<file path="src/rtl/misr_signature_unit_if.sv">
// rtl/misr_signature_unit_if.sv - control/data bundle between test controller and MISR signature unit
interface misr_signature_unit_if #(
    parameter int WIDTH = 32,
    parameter int CNT_W = 16
);
    logic             start;
    logic             abort;
    logic [1:0]       mode;
    logic             seed_load;
    logic [WIDTH-1:0] seed;
    logic             data_valid;
    logic [WIDTH-1:0] data_in;
    logic [CNT_W-1:0] length;
    logic [WIDTH-1:0] expected;
    logic [WIDTH-1:0] signature;
    logic             busy;
    logic             done;
    logic             pass;
    logic             fail;

    modport master (
        output start, abort, mode, seed_load, seed, data_valid, data_in, length, expected,
        input  signature, busy, done, pass, fail
    );

    modport slave (
        input  start, abort, mode, seed_load, seed, data_valid, data_in, length, expected,
        output signature, busy, done, pass, fail
    );
endinterface

</file>
<file path="src/rtl/misr_signature_unit.sv">
// rtl/misr_signature_unit.sv - parametrised MISR/LFSR signature register with bounded run and golden compare
module misr_signature_unit #(
    parameter int               WIDTH = 32,
    parameter logic [WIDTH-1:0] POLY  = 32'h00010811,
    parameter int               CNT_W = 16
) (
    input  logic                  CLK,
    input  logic                  RESET,
    misr_signature_unit_if.slave  bus
);

    typedef enum logic [1:0] {
        ST_IDLE = 2'd0,
        ST_RUN  = 2'd1,
        ST_DONE = 2'd2
    } state_t;

    state_t           state_q, state_d;
    logic [WIDTH-1:0] sig_q, sig_d;
    logic [WIDTH-1:0] exp_q, exp_d;
    logic [CNT_W-1:0] cnt_q, cnt_d;
    logic [CNT_W-1:0] len_q, len_d;
    logic             busy_q, busy_d;
    logic             done_q, done_d;

    logic             step_en;
    logic [WIDTH-1:0] step_data;

    // Bit 0 takes the feedback unconditionally; POLY[0] only documents the +1 term.
    function automatic logic [WIDTH-1:0] misr_step(input logic [WIDTH-1:0] s,
                                                   input logic [WIDTH-1:0] d);
        logic             fb;
        logic [WIDTH-1:0] n;
        fb   = s[WIDTH-1];
        n    = '0;
        n[0] = fb ^ d[0];
        for (int i = 1; i < WIDTH; i++) begin
            n[i] = s[i-1] ^ (POLY[i] & fb) ^ d[i];
        end
        return n;
    endfunction

    always_comb begin
        step_en   = 1'b0;
        step_data = '0;
        case (bus.mode)
            2'd0: begin
                step_en   = bus.data_valid;
                step_data = bus.data_in;
            end
            2'd1:    step_en = 1'b1;
            default: step_en = 1'b0;
        endcase
    end

    always_comb begin
        state_d = state_q;
        sig_d   = sig_q;
        exp_d   = exp_q;
        cnt_d   = cnt_q;
        len_d   = len_q;

        if (bus.abort) begin
            state_d = ST_IDLE;
            cnt_d   = '0;
        end else begin
            case (state_q)
                ST_IDLE, ST_DONE: begin
                    if (bus.seed_load) begin
                        sig_d   = bus.seed;
                        state_d = ST_IDLE;
                    end
                    // A zero-length run completes without stepping, so the compare operand is captured now.
                    if (bus.start) begin
                        len_d = bus.length;
                        cnt_d = '0;
                        if (bus.length == '0) begin
                            state_d = ST_DONE;
                            exp_d   = bus.expected;
                        end else begin
                            state_d = ST_RUN;
                        end
                    end
                end
                ST_RUN: begin
                    if (step_en) begin
                        sig_d = misr_step(sig_q, step_data);
                        cnt_d = cnt_q + 1'b1;
                        if (cnt_d == len_q) begin
                            state_d = ST_DONE;
                            exp_d   = bus.expected;
                        end
                    end
                end
                default: state_d = ST_IDLE;
            endcase
        end

        busy_d = (state_d == ST_RUN);
        done_d = (state_d == ST_DONE);
    end

    always_ff @(posedge CLK or posedge RESET) begin
        if (RESET) begin
            state_q <= ST_IDLE;
            sig_q   <= '0;
            exp_q   <= '0;
            cnt_q   <= '0;
            len_q   <= '0;
            busy_q  <= 1'b0;
            done_q  <= 1'b0;
        end else begin
            state_q <= state_d;
            sig_q   <= sig_d;
            exp_q   <= exp_d;
            cnt_q   <= cnt_d;
            len_q   <= len_d;
            busy_q  <= busy_d;
            done_q  <= done_d;
        end
    end

    assign bus.signature = sig_q;
    assign bus.busy      = busy_q;
    assign bus.done      = done_q;
    assign bus.pass      = done_q & (sig_q == exp_q);
    assign bus.fail      = done_q & (sig_q != exp_q);

endmodule
</file>
<file path="src/flat_wrapper.sv">
// flat-port wrapper written by rule: the top's interface ports become plain ports
module misr_signature_unit_flat 
#(
    parameter int               WIDTH = 32,
    parameter logic [WIDTH-1:0] POLY  = 32'h00010811,
    parameter int               CNT_W = 16
)
  (CLK, RESET, bus_start, bus_abort, bus_mode, bus_seed_load, bus_seed, bus_data_valid, bus_data_in, bus_length, bus_expected, bus_signature, bus_busy, bus_done, bus_pass, bus_fail);
  misr_signature_unit_if #(.WIDTH(WIDTH), .CNT_W(CNT_W)) bus_i ();
  input  logic CLK;
  input  logic RESET;
  input wire logic [$bits(bus_i.start)-1:0] bus_start;
  input wire logic [$bits(bus_i.abort)-1:0] bus_abort;
  input wire logic [$bits(bus_i.mode)-1:0] bus_mode;
  input wire logic [$bits(bus_i.seed_load)-1:0] bus_seed_load;
  input wire logic [$bits(bus_i.seed)-1:0] bus_seed;
  input wire logic [$bits(bus_i.data_valid)-1:0] bus_data_valid;
  input wire logic [$bits(bus_i.data_in)-1:0] bus_data_in;
  input wire logic [$bits(bus_i.length)-1:0] bus_length;
  input wire logic [$bits(bus_i.expected)-1:0] bus_expected;
  output wire logic [$bits(bus_i.signature)-1:0] bus_signature;
  output wire logic [$bits(bus_i.busy)-1:0] bus_busy;
  output wire logic [$bits(bus_i.done)-1:0] bus_done;
  output wire logic [$bits(bus_i.pass)-1:0] bus_pass;
  output wire logic [$bits(bus_i.fail)-1:0] bus_fail;
  assign bus_i.start = bus_start;
  assign bus_i.abort = bus_abort;
  assign bus_i.mode = bus_mode;
  assign bus_i.seed_load = bus_seed_load;
  assign bus_i.seed = bus_seed;
  assign bus_i.data_valid = bus_data_valid;
  assign bus_i.data_in = bus_data_in;
  assign bus_i.length = bus_length;
  assign bus_i.expected = bus_expected;
  assign bus_signature = bus_i.signature;
  assign bus_busy = bus_i.busy;
  assign bus_done = bus_i.done;
  assign bus_pass = bus_i.pass;
  assign bus_fail = bus_i.fail;
  misr_signature_unit #(.WIDTH(WIDTH), .POLY(POLY), .CNT_W(CNT_W)) u_core (.CLK(CLK), .RESET(RESET), .bus(bus_i));
endmodule
</file>
<file path="config.mk">
export PLATFORM = sky130hd
export DESIGN_NAME = misr_signature_unit_flat
export DESIGN_NICKNAME = d
export VERILOG_FILES = /design/src/rtl/misr_signature_unit_if.sv /design/src/rtl/misr_signature_unit.sv /design/src/flat_wrapper.sv
export SDC_FILE = /design/constraint.sdc
export NUM_CORES = 1
export LEC_CHECK = 0
export ABC_AREA = 1
export CAP_MARGIN = 20
export CORE_MARGIN = 2
export CORE_UTILIZATION = 44
export DETAILED_ROUTE_END_ITERATION = 10
export MAX_ROUTING_LAYER = met4
export PLACE_DENSITY = 0.77
export SYNTH_ARGS = -nofsm -noshare
export SYNTH_HDL_FRONTEND = slang
export SYNTH_SLANG_ARGS = --single-unit
</file>
<file path="constraint.sdc">
create_clock -name CLK -period 3.5 [get_ports CLK]
set_input_delay 0.7 -clock CLK [delete_from_list [all_inputs] [get_ports CLK]]
set_output_delay 0.7 -clock CLK [all_outputs]
set_load 0.05 [all_outputs]
</file>
# [Word-level counts from Yosys, hierarchy flattened]
# Index checks and enable logic that the tools add are counted.
[op_classes] add_sub_neg=1 eq_ne=15 muxes=21 bitwise_logic=38 n_reduce_logical=10
[ops] op="$mux W32" n=7
[ops] op="$pmux W32 S2" n=2
[ops] op="$mux W16" n=3
[ops] op="$xor A1 B1 Y1" n=35
[ops] op="$eq A32 B32 Y1" n=1
[ops] op="$ne A32 B32 Y1" n=1
[ops] op="$pmux W16 S2" n=1
[ops] op="$add A16 B1 Y16 const B" n=1
[ops] op="$eq A16 B16 Y1" n=1
[ops] op="$logic_not A16 Y1" n=1
[ops] op="$mux W2" n=6
[ops] op="$eq A2 B1 Y1 const B" n=3
[ops] op="$ne A2 B1 Y1 const B" n=3
[ops] op="$reduce_and A3 Y1" n=2
[ops] op="$reduce_and A6 Y1" n=1
[ops] op="$eq A2 B2 Y1 const B" n=2
[ops] op="$logic_not A2 Y1" n=2
[ops] op="$ne A2 B2 Y1 const B" n=2
[ops] op="$pmux W2 S2" n=1
[ops] op="$reduce_and A4 Y1" n=1
[ops] op="$ne A3 B2 Y1 const B" n=1
[ops] op="$ne A3 B3 Y1 const B" n=1
[ops] op="$reduce_bool A3 Y1" n=1
[ops] op="$and A1 B1 Y1" n=2
[ops] op="4 further kinds" n=4
[totals] ff_bits=100 in_bits=120 output_inout_bits=36 word_cells=92

# [Logic depth before layout (Yosys ltp)]
[depth] depth_word=7 ltp_mapped=17 mapped_depth_nobuf=16

# [Worst setup path before layout]
# No wires, ideal clock.
[synth_timing] kind="register to output" from="reg u_core.sig_q[31], in the netlist u_core.bus.signature[31]" to="out bus_fail" arrival_ns=2.053 required_ns=2.800 slack_ns=0.747 path_stages_with_launch=8 path_buffers=0 cell_sequence="dfrtp_1 > inv_1 > or2_2 > nand3_1 > nor4_1 > nand4_1 > inv_1 > nor2_1"
[synth_between] elab_chain_cells=2
[synth_rtl] element="start, declared" line_no="misr_signature_unit.sv:19" source="logic [WIDTH-1:0] sig_q, sig_d;"
[synth_rtl] element="start signal, assigned" line_no="misr_signature_unit.sv:114" source="sig_q <= sig_d;"
[synth_rtl] element="$ne A32 B32 Y1" line_no="misr_signature_unit.sv:127" source="assign bus.fail = done_q & (sig_q != exp_q);"
[synth_rtl] element="$and A1 B1 Y1" line_no="misr_signature_unit.sv:127"
[synth_rtl] element="end, declared" line_no="flat_wrapper.sv:25" source="output wire logic [$bits(bus_i.fail)-1:0] bus_fail;"
# No other way between the ends.

# [Worst setup path after layout]
# Ends and elaborated chain as after synthesis.

==> metrics.cfg <==
[layout]
fin_nets = 1008
num-fill-cells = 1150
syn2layout_area_growth_pct = 35.2
antenna_cells = 0
multi_input_area_um2 = 2850
fin_area_um2 = 7760
regArea_um2 = 2500
drive_above_1_share_pct = 7.51

[global_routing]
grt_max_degree = 64
grt_usage_pct = 25.2
antenna_found_initial = 0
grt_pass1_vias = 5424
grt_pass1_wl_um = 27200
grt_remaining_overflow = 0

[timing]
setup_ws_ns = 0.132
hold_viol_final = 0
hold_ws_ns = 0.491
final_max_slew_viol_count = 0
fmax_mhz = 297
setup_violations = 0
tightestPinTransition_ns = 0.792
period_minus_slack_ns = 3.37
rsz0062_at_grt = no
period_share_pct = 96.2
fin_setup_tns_ns = 0
relSlewSlack_pct = 47.2
fin_skew_ns = 0.00624

[worst_setup_path]
required_ns = 2.80
cp-start-kind = flop
cp_max_fo = 5
arrival_ns = 2.67
endpoint_kind = primary output
critPathKind = flop to primary output

[synthesis]
synthCells = 740
syn_avg_cell_area_um2 = 7.76
syn_nets = 861
synth.distinct_cells = 32
synth_area_um2 = 5740
ys_ff_latch = 100
ys_warn_count = 0
yosysSeqAreaShare_pct = 43.6

[power]
p_leak_nw = 3.41
ir_drop_mv = 0.326
power_frac_clock_pct = 24.2
p_total_mw = 3.97
power_frac_comb_pct = 36.5
pwr-share-seq_pct = 39.3
switchingPower_mw = 1.45
power.internal_mw = 2.52
power.density_nw_per_um2 = 511
p_sw_share_pct = 36.6

[clocking]
postCtsSetupRepairBufs = 0
post_cts_resized = 0
clk_pin_slew_ns = 0.06
clockRootBuffer = clkbuf_16
cts_num_sinks = 100
clk_latency_ns = 0.35
htreeDepth = 3
cts_buffers = 9
cts_tree = built
clock_path_buffers = 2
cts_hold_buf = 0

[detailed_routing]
wl_um = 16300
wire_per_inst_um = 15.3
vias = 5482
dr.pass1.iters = 5
via_per_inst = 5.15
antenna_left = 0
drt_iter0_markers = 388
drc_errors = 0

[floorplanning]
start_util_pct = 45.3
ios = 156
die_h_um = 118
core_um2 = 12700
dieArea_um2 = 14000
rows = 41
die_width_um = 118

[placed_design]
gp_congestion = 0.882
port_buffers = 155
dpl-instance-area_um2 = 7470
dp_hpwl_um = 11900
dp_slack_ns = 0.524

[run_status]
status = finished, final reports clean

[job]
cap_viol_max_count = 0

[worst_hold_path]
hold_path_class = flop to flop

-- area by class of cell --
cell class | instances | share of cell area [%]
clock buffer | 12 | 3.43
clock inverter | 4 | 0.290
inverter | 71 | 3.47
multi-input combinational | 540 | 36.7
sequential | 100 | 32.2
tap | 172 | 2.77
timing repair buffer | 165 | 21.1
-- layer usage --
layer | wire length, um | up-vias | track usage, %
met4 | 210 | 0 | 5.72
met2 | 7880 | 149 | 40.2
met5 | 0 | - | -
met3 | 946 | 15 | 5.16
li1 | - | 2718 | -
met1 | 7220 | 2600 | 33.2
-- worst max-delay path, cell delays in order, from the launching register on --
cell             delay [ns]
dfrtp_1                0.48
inv_1                  0.20
or2_2                  0.14
nand3_1                0.09
nor4_1                 0.32
nand4_1                0.25
inv_1                  0.11
nor2_1                 0.04
clkdlybuf4s50_1        0.69
-- final timing paths --
check,from,end,slack [ns],cells after the start
max in group asynchronous,RESET,u_core.bus.signature[31]$_DFFE_PP0P_,1.96,3
worst min-delay path,u_core.exp_q[12]$_DFFE_PP0P_,u_core.exp_q[12]$_DFFE_PP0P_,0.49,2
min in group asynchronous,RESET,u_core.bus.signature[18]$_DFFE_PP0P_,0.86,2
worst min register to register,u_core.exp_q[12]$_DFFE_PP0P_,u_core.exp_q[12]$_DFFE_PP0P_,0.49,2
worst max register to register,u_core.cnt_q[0]$_DFFE_PP0P_,u_core.exp_q[26]$_DFFE_PP0P_,0.63,14
worst max-delay path,u_core.bus.signature[31]$_DFFE_PP0P_,bus_fail,0.13,8
-- cell families (layout without fill, tap and decap cells) --
| logic type | Yosys count | count (layout) | share of synthesized area [%] |
|---|---|---|---|
| adders and majority gates | 1 | 1 | 0.218 |
| DFF | 100 | 100 | 43.6 |
| muxes | 8 | 8 | 1.57 |
| buffers and inverters | 100 | 252 | 7.15 |
| xor gates and xnor gates | 55 | 55 | 8.63 |
| AOI/OAI and AO/OA | 103 | 103 | 9.90 |
| and+or+nand+nor | 373 | 373 | 28.9 |
-- layout by cell type, fill, tap and decap left out, types with 9 or more instances in the layout --
| cell type | n |
|---|---|
| nand2_1 | 187 |
| nand3_1 | 71 |
| clkbuf_16 | 9 |
| inv_1 | 66 |
| nor2_1 | 58 |
| xnor2_1 | 20 |
| clkdlybuf4s50_1 | 154 |
| a21oi_1 | 17 |
| or2_2 | 14 |
| o22ai_1 | 39 |
| buf_4 | 10 |
| xor2_1 | 34 |
| o21ai_0 | 45 |
| nand4_1 | 13 |
| dfrtp_1 | 100 |
-- state kept, by name, summed over array words and instances (netlist names) --
signal and count:
u_core.bus.busy 1, u_core.bus.done 1, u_core.state_q 2, u_core.len_q 16, u_core.exp_q 32, u_core.bus.signature 32
u_core.cnt_q 16
-- through the flow --
stage | util [%] | instances
floorplan | - | 740
global placement | 59.0 | 1048
CTS | 61.3 | 1064
finish | 61.3 | 1064
global route | 61.3 | 1064
detailed placement | 59.0 | 1048
-- power groups by stage --
| stage | Sequential [mW] | Clock [mW] | Combinational (mW) |
|---|---|---|---|
| 3_5_place_dp | 1.58 | 0 | 1.44 |
| 6_report | 1.56 | 0.960 | 1.45 |
| 4_1_cts | 1.56 | 0.978 | 1.45 |
| 3_3_place_gp | 1.57 | 0 | 1.43 |
| 2_1_floorplan | 1.85 | 0 | 0.648 |
| 5_1_grt | 1.59 | 1.04 | 1.57 |
-- Yosys cell counts --
library cell | n | area share, %
mux2_2 | 8 | 1.6
nand4_1 | 13 | 1.4
xnor2_1 | 20 | 3.1
and2_1 | 2 | 0.22
buf_2 | 1 | 0.087
nor2_1 | 60 | 3.9
nor2_2 | 3 | 0.33
nor3_2 | 1 | 0.17
nand2_2 | 2 | 0.22
xnor3_1 | 1 | 0.39
buf_4 | 3 | 0.39
buf_6 | 3 | 0.59
a22o_1 | 1 | 0.15
nand2_4 | 2 | 0.39
xor2_1 | 34 | 5.2
nand3b_1 | 4 | 0.52
inv_2 | 1 | 0.065
o21ai_0 | 45 | 3.9
dfrtp_1 | 100 | 44
nor2_4 | 3 | 0.59
nor3_1 | 2 | 0.17
a21oi_1 | 18 | 1.6
nand3_1 | 71 | 6.2
clkbuf_1 | 22 | 1.4
nand2_1 | 187 | 12
or2_2 | 14 | 1.5
clkinv_1 | 3 | 0.20
o22ai_1 | 39 | 4.3
nor4_1 | 8 | 0.87
inv_1 | 67 | 4.4
nand3_2 | 1 | 0.17
ha_1 | 1 | 0.22
Power figures use the tool's default switching activity.
